===== config.mk =====
export PLATFORM = sky130hd
export DESIGN_NAME = seven_seg_scanner
export DESIGN_NICKNAME = d
export VERILOG_FILES = /design/src/rtl/seven_seg_scanner.sv
export SDC_FILE = /design/constraint.sdc
export NUM_CORES = 1
export LEC_CHECK = 0
export CAP_MARGIN = 20
export CORE_MARGIN = 2
export CORE_UTILIZATION = 34
export CTS_BUF_LIST = sky130_fd_sc_hd__clkbuf_8
export DETAILED_ROUTE_END_ITERATION = 12
export PLACE_DENSITY = 0.63
export SKIP_CTS_REPAIR_TIMING = 1
export SYNTH_ARGS = -nofsm -noshare
export SYNTH_HDL_FRONTEND = slang
export SYNTH_SLANG_ARGS = --single-unit

===== constraint.sdc =====
create_clock -name clk -period 3.85 [get_ports clk]
set_input_delay 0.385 -clock clk [delete_from_list [all_inputs] [get_ports clk]]
set_output_delay 0.385 -clock clk [all_outputs]
set_load 0.005 [all_outputs]

===== src/rtl/seven_seg_scanner.sv =====
// Time-multiplexed N-digit hex display driver with an internal refresh prescaler,
// double-buffered display value, per-digit blanking, decimal points and leading-zero suppression.
module seven_seg_scanner #(
  parameter int NUM_DIGITS  = 4,
  parameter int REFRESH_DIV = 100000,
  parameter bit ACTIVE_LOW  = 1'b1,
  localparam int IDX_W      = (NUM_DIGITS > 1) ? $clog2(NUM_DIGITS) : 1
) (
  input  logic                    clk,
  input  logic                    rst,
  input  logic [4*NUM_DIGITS-1:0] digits,
  input  logic [NUM_DIGITS-1:0]   dp_in,
  input  logic [NUM_DIGITS-1:0]   digit_en,
  input  logic                    load,
  input  logic                    lz_suppress,
  output logic [NUM_DIGITS-1:0]   anode,
  output logic [6:0]              segs,
  output logic                    dp,
  output logic [IDX_W-1:0]        scan_idx,
  output logic                    frame_done
);

  localparam int PRE_W = (REFRESH_DIV > 1) ? $clog2(REFRESH_DIV) : 1;
  localparam logic [PRE_W-1:0]      PRE_LAST  = PRE_W'(REFRESH_DIV - 1);
  localparam logic [IDX_W-1:0]      IDX_LAST  = IDX_W'(NUM_DIGITS - 1);
  localparam logic [NUM_DIGITS-1:0] ANODE_OFF = {NUM_DIGITS{ACTIVE_LOW}};
  localparam logic [6:0]            SEGS_OFF  = {7{ACTIVE_LOW}};

  logic [PRE_W-1:0]        prescaler;
  logic                    tick;
  logic                    wrap;

  logic [4*NUM_DIGITS-1:0] shadow_digits, disp_digits;
  logic [NUM_DIGITS-1:0]   shadow_dp, disp_dp;
  logic [NUM_DIGITS-1:0]   shadow_en, disp_en;

  logic [NUM_DIGITS-1:0]   lead_zero;
  logic [NUM_DIGITS-1:0]   sel_onehot;
  logic                    zero_run;
  logic [3:0]              cur_nib;
  logic                    cur_dp;
  logic                    cur_en;
  logic                    cur_supp;
  logic [NUM_DIGITS-1:0]   next_anode_al;
  logic [6:0]              next_segs_al;
  logic                    next_dp_al;

  function automatic logic [6:0] hex_to_segs(input logic [3:0] v);
    case (v)
      4'h0: hex_to_segs = 7'h40;
      4'h1: hex_to_segs = 7'h79;
      4'h2: hex_to_segs = 7'h24;
      4'h3: hex_to_segs = 7'h30;
      4'h4: hex_to_segs = 7'h19;
      4'h5: hex_to_segs = 7'h12;
      4'h6: hex_to_segs = 7'h02;
      4'h7: hex_to_segs = 7'h78;
      4'h8: hex_to_segs = 7'h00;
      4'h9: hex_to_segs = 7'h10;
      4'hA: hex_to_segs = 7'h08;
      4'hB: hex_to_segs = 7'h03;
      4'hC: hex_to_segs = 7'h46;
      4'hD: hex_to_segs = 7'h21;
      4'hE: hex_to_segs = 7'h06;
      default: hex_to_segs = 7'h0E;
    endcase
  endfunction

  assign tick = (prescaler == PRE_LAST);
  assign wrap = tick && (scan_idx == IDX_LAST);

  always_ff @(posedge clk or posedge rst) begin
    if (rst) begin
      prescaler  <= '0;
      scan_idx   <= '0;
      frame_done <= 1'b0;
    end else begin
      prescaler  <= tick ? '0 : prescaler + PRE_W'(1);
      frame_done <= wrap;
      if (tick) scan_idx <= (scan_idx == IDX_LAST) ? '0 : scan_idx + IDX_W'(1);
    end
  end

  // Display only updates on the frame boundary so a frame never mixes two values.
  always_ff @(posedge clk or posedge rst) begin
    if (rst) begin
      shadow_digits <= '0;
      shadow_dp     <= '0;
      shadow_en     <= '0;
      disp_digits   <= '0;
      disp_dp       <= '0;
      disp_en       <= '0;
    end else begin
      if (load) begin
        shadow_digits <= digits;
        shadow_dp     <= dp_in;
        shadow_en     <= digit_en;
      end
      if (wrap) begin
        disp_digits <= shadow_digits;
        disp_dp     <= shadow_dp;
        disp_en     <= shadow_en;
      end
    end
  end

  // Leading-zero run is computed from the most significant digit downwards.
  always_comb begin
    zero_run   = 1'b1;
    lead_zero  = '0;
    sel_onehot = '0;
    cur_nib    = '0;
    cur_dp     = 1'b0;
    cur_en     = 1'b0;
    cur_supp   = 1'b0;
    for (int i = NUM_DIGITS - 1; i >= 0; i--) begin
      zero_run     = zero_run && (disp_digits[i*4 +: 4] == 4'h0);
      lead_zero[i] = zero_run && (i != 0);
    end
    for (int i = 0; i < NUM_DIGITS; i++) begin
      if (scan_idx == IDX_W'(i)) begin
        sel_onehot[i] = 1'b1;
        cur_nib       = disp_digits[i*4 +: 4];
        cur_dp        = disp_dp[i];
        cur_en        = disp_en[i];
        cur_supp      = lead_zero[i];
      end
    end
    next_anode_al = ~(sel_onehot & {NUM_DIGITS{cur_en}});
    next_segs_al  = 7'h7F;
    next_dp_al    = 1'b1;
    if (cur_en) begin
      next_dp_al = ~cur_dp;
      if (!(lz_suppress && cur_supp)) next_segs_al = hex_to_segs(cur_nib);
    end
  end

  always_ff @(posedge clk or posedge rst) begin
    if (rst) begin
      anode <= ANODE_OFF;
      segs  <= SEGS_OFF;
      dp    <= ACTIVE_LOW;
    end else if (ACTIVE_LOW) begin
      anode <= next_anode_al;
      segs  <= next_segs_al;
      dp    <= next_dp_al;
    end else begin
      anode <= ~next_anode_al;
      segs  <= ~next_segs_al;
      dp    <= ~next_dp_al;
    end
  end

endmodule


* Word-level counts from Yosys, hierarchy flattened *
Memories as Yosys holds them, arrays and structs flattened.
Cells that the tools add are included.

cells by class
  add/subtract/negate cells = 2
  equality and inequality tests = 4
  mux-type cells = 24
  bitwise operators = 3
  reductions and logical operators = 8

operator list
  operator                                                               number
  17-bit by 1-bit adder with 17-bit output, second input constant        1
  17-bit equality test, second input constant                            1
  17-bit two-way mux                                                     1
  1-bit two-way mux                                                      16
  4-bit two-way mux                                                      4
  7-bit two-way mux                                                      2
  4-bit logical NOT                                                      3
  4-bit bitwise AND                                                      1
  2-bit equality test, second input constant                             2
  1-bit logical AND                                                      4
  4-bit inverter                                                         1
  2-bit by 1-bit adder with 2-bit output, second input constant          1
  2-bit by 1-bit equality test with 1-bit output, second input constant  1
  2-bit logical NOT                                                      1
  2-bit two-way mux                                                      1
  1-bit inverter                                                         1

storage, ports and cells
  flip-flop bits (word level) = 80
  bits in read-only memories = 112
  bits of input ports = 28
  output and inout port bits = 15
  logic and storage cells = 54
  memories = 1

memories
  name             words  bits a word  read ports  clocked after Yosys merged registers in  write ports  RTL line  text
  (no name shown)  16     7            1           0                                        0            49        case (v)

* Depth between registers and ports, before layout *
  depth in word-level cells = 9
  mapped depth = 12
  mapped depth without buffers = 11

* Worst setup path after synthesis *
OpenSTA, ideal clock, no wires.

  kind = register to register
  start point = reg scan_idx[0]
  end point = reg segs[5]
  setup time = 0.085 ns
  arrival = 1.890 ns
  data required time = 3.765 ns
  setup slack = 1.875 ns
  stages on the path, launching flop included = 12
  path buffers = 0
  clock period less this slack = 1.975 ns
  cell sequence = dfrtp_1 -> inv_1 -> ha_1 -> nor2b_1 -> nand2_1 -> a31o_2 -> inv_1 -> ha_1 -> inv_1 -> nor2_1 -> a21oi_1 -> o221ai_1

between the ends
  longest elaborated chain between the ends = 8
  elaborated cells on any way between the ends = 19
  those cells by class = 3 x eq/ne; 13 x mux; 2 x reduce/logical; 1 x memory

ends and longest elaborated chain
  item                             RTL line  text
  start, declared                  19        output logic [IDX_W-1:0] scan_idx,
  start signal, assigned           80        if (tick) scan_idx <= (scan_idx == IDX_LAST) ? '0 : scan_idx + IDX_W'(1);
  2-bit logical NOT                121       if (scan_idx == IDX_W'(i)) begin
  4-bit two-way mux (4 in series)  121
  memory 16 x 7 bit                -
  7-bit two-way mux                134       if (!(lz_suppress && cur_supp)) next_segs_al = hex_to_segs(cur_nib);
  7-bit two-way mux (*)            132       if (cur_en) begin
  via next_segs_al[5]              45        logic [6:0] next_segs_al;
  end signal, assigned             145       segs <= next_segs_al;
  end signal, assigned             149       segs <= ~next_segs_al;
  end, declared                    17        output logic [6:0] segs,

Mark *: on every way through the listed nets, which the timed path passes. The rest lies on a longest branch.
A chain may end at the register's enable or synchronous reset.

* Worst setup path in the final report *
  start point = reg scan_idx[0]
  end point = reg segs[6]

Same word-level chain as after synthesis.

==> impl_metrics.json <==
{
  "status": "finished clean",
  "ys_ff_latch": 80,
  "yosysWarnings": 0,
  "reg2reg_from": "scan_idx[0]",
  "worstSetupStartpoint": "scan_idx[0]",
  "tns_ps": 0,
  "cts_max_level": 3,
  "cellPowerDensity_mw_per_mm2": 361,
  "drt-total-wl_um": 6920,
  "hold_ws_ps": 487,
  "dp_hpwl_um": 4930,
  "clk_pin_slew_ps": 90,
  "setup_violations": 0,
  "antenna_left": 0,
  "cp_max_fo": 5,
  "crit_path_top_delay_cell": "dfrtp_1",
  "synth_ff_type": "dfrtp_1",
  "coreArea_mm2": 0.0103,
  "antenna_found_initial": 0,
  "clock_path_buffers": 2,
  "grt_pass1_wl_um": 11800,
  "critPathKind": "register to register",
  "p_leak_uw": 0.00189,
  "port-buffer-count": 42,
  "cpMostUsedCell": "inv_1",
  "synth_cell_types": 47,
  "synth_area_leader_cell": "dfrtp_1",
  "vias_per_cell": 4.92,
  "slew_headroom_pct": 45.6,
  "gp_congestion": 0.848,
  "cts_sinks": 80,
  "first_pass_iters": 4,
  "synth.avg_cell_area_um2": 12.5,
  "clock_skew_ps": 10.3,
  "syn_inst": 287,
  "seq_area_frac_synth_pct": 56.1,
  "vias": 2335,
  "grt_pass1_vias": 2387,
  "ys_async_sr_fraction_pct": 100,
  "tightestPinTransition_ps": 815,
  "reg2reg_depth": 11,
  "initial_utilization_pct": 35.0,
  "clk_latency_ps": 350,
  "drive_gt1_share_pct": 24.8,
  "cp_num_cells": 11,
  "timing.fmax_ghz": 0.426,
  "grt_start_max_net_pins": 44,
  "finalCriticalPeriod_ps": 2340,
  "cp_data_required_time_ps": 4100,
  "die_area_mm2": 0.0114,
  "cap_violations": 0,
  "critPathBufInv": 3,
  "finalHoldViolCount": 0,
  "rsz0062_at_grt": "false",
  "drtIter0Drc": 112,
  "reg2reg_to": "segs[6]",
  "syn-num-nets": 326,
  "r2r_slack_ps": 1510,
  "ir_worst_vdd_mv": 0.160,
  "syn-cell-area_mm2": 0.00360,
  "cts_tree": "built",
  "synth.top_cell.area_share_pct": 47.3,
  "overflow": 0,
  "crit_path_cell_trace": "inv_1 > ha_1 > nor2b_1 > a22oi_1 > a21o_1 > inv_1 > ha_1 > inv_1 > nor2_1 > a21oi_1 > o221ai_1",
  "fin_nets": 373,
  "drv_slew": 0,
  "cp-start-kind": "register",
  "hp-class": "register to register",
  "cp.arrival_ps": 2600,
  "drc_errors": 0,
  "clockRootBuffer": "clkbuf_8",
  "cp_top_family": "compound AO/OA/AOI/OAI gates",
  "finalCritPeriodShare_pct": 60.9,
  "antennaDiodeCount": 0,
  "die_x_um": 107,
  "syn2layout_area_growth_pct": 22.1,
  "cpPeakStageDelay_ps": 430,
  "grtUsageTotal_pct": 13.2,
  "endpoint": "segs[6]",
  "cts_made_buffers": 9,
  "yosys-top-cells-area": "dfrtp_1 (47%), mux2_2 (14%), dfstp_2 (8.8%)",
  "n_fill_cell": 1008,
  "worstSetupEndpointType": "register",
  "wl_per_cell_um": 14.6,
  "rows": 37,
  "whs_path_depth": 1,
  "dieHeight_um": 107,
  "synth_edf_count": 0,
  "ios": 43
}
## cell type report
cell class | count | area [µm²] | share of cell area (%)
clock buffers | 9 | 124 | 2.82
repair buffers | 46 | 483 | 11.0
flip-flops and latches | 80 | 2020 | 46.0
clock inverters | 7 | 77.6 | 1.77
inverters | 9 | 33.8 | 0.770
well taps | 136 | 170 | 3.88
multi-input cells | 188 | 1480 | 33.8
## power breakdown
part           switching (µW)  internal (µW)  leakage, µW  total, µW
registers                13.7            865      0.00101        879
clock network             317            306     0.000101        623
logic                    30.9           51.2     0.000782       82.1
## cell usage after synthesis, drive strengths merged, types with 2 or more instances
| library cell | number |
|---|---|
| a211oi | 4 |
| a21oi | 7 |
| buf | 7 |
| clkbuf | 3 |
| dfrtp | 68 |
| dfstp | 12 |
| ha | 11 |
| inv | 9 |
| mux2 | 47 |
| nand2 | 20 |
| nand2b | 3 |
| nand3 | 12 |
| nand3b | 2 |
| nand4 | 3 |
| nor2 | 17 |
| nor2b | 4 |
| nor3 | 2 |
| nor3b | 2 |
| nor4 | 6 |
| o21ai | 7 |
| o221ai | 4 |
| o22ai | 3 |
| or2 | 2 |
| xnor2 | 7 |
| xor2 | 8 |
## per-stage QoR
step | setup slack, ps | area (µm²) | cells | power [µW] | utilization (%)
after detailed placement | 1560 | 4160 | 458 | 978 | 40.5
after floorplan | 1430 | 3600 | 287 | 932 | -
after global placement | 1610 | 4160 | 458 | 975 | 40.5
final | 1510 | 4390 | 475 | 1580 | 42.7
after CTS | 1530 | 4360 | 474 | 1610 | 42.4
after global routing | 1300 | 4390 | 475 | 1660 | 42.7
## state kept, by name (all words and copies together) (netlist names)
signal	count
dp	1
prescaler	17
scan_idx	2
shadow_digits	16
segs	7
disp_dp	4
shadow_dp	4
disp_en	4
frame_done	1
anode	4
disp_digits	16
shadow_en	4
## layer usage
metal / GRT usage [%] / share of wire [%] / vias up
met5: 0 / 0 / -
met3: 3.89 / 4.4 / 9
li1: - / - / 1114
met2: 20.7 / 47 / 51
met1: 17.7 / 48 / 1161
met4: 4.17 / 1.3 / 0
## how the worst min path moves through the flow
stage          slack (ps)           end         start
2_1_floorplan         420            dp    disp_dp[3]
3_3_place_gp          470  prescaler[0]  prescaler[0]
3_5_place_dp          480  prescaler[0]  prescaler[0]
4_1_cts               490  prescaler[0]  prescaler[0]
5_1_grt               520            dp    disp_dp[3]
6_report              490  prescaler[0]  prescaler[0]
## cells in the final DEF (no fill, tap or decap), types with 3 or more instances in the layout
cell type / instances
a211oi_1: 4
a21oi_1: 7
clkbuf_8: 9
clkdlybuf4s50_1: 42
dfrtp_1: 68
dfstp_2: 12
ha_1: 11
inv_1: 8
inv_6: 3
mux2_1: 3
mux2_2: 44
nand2_1: 19
nand2b_1: 3
nand3_1: 12
nand4_1: 3
nor2_1: 17
nor2b_1: 4
nor4_1: 4
o21ai_0: 7
o221ai_1: 4
o22ai_1: 3
xnor2_1: 7
xor2_1: 8
## cell families (layout without fill, tap and decap cells)
family / after synthesis / count (layout) / share of synthesized area (%)
AND/OR/NAND/NOR: 80 / 80 / 12.4
buffers and inverters: 19 / 71 / 2.64
adder cells (fa/ha/maj): 11 / 11 / 3.83
XOR/XNOR: 15 / 15 / 3.65
flip-flops: 80 / 80 / 56.1
AO/OA/AOI/OAI: 34 / 34 / 6.44
multiplexers: 48 / 48 / 15.0
(Power assumes the default switching activity.)
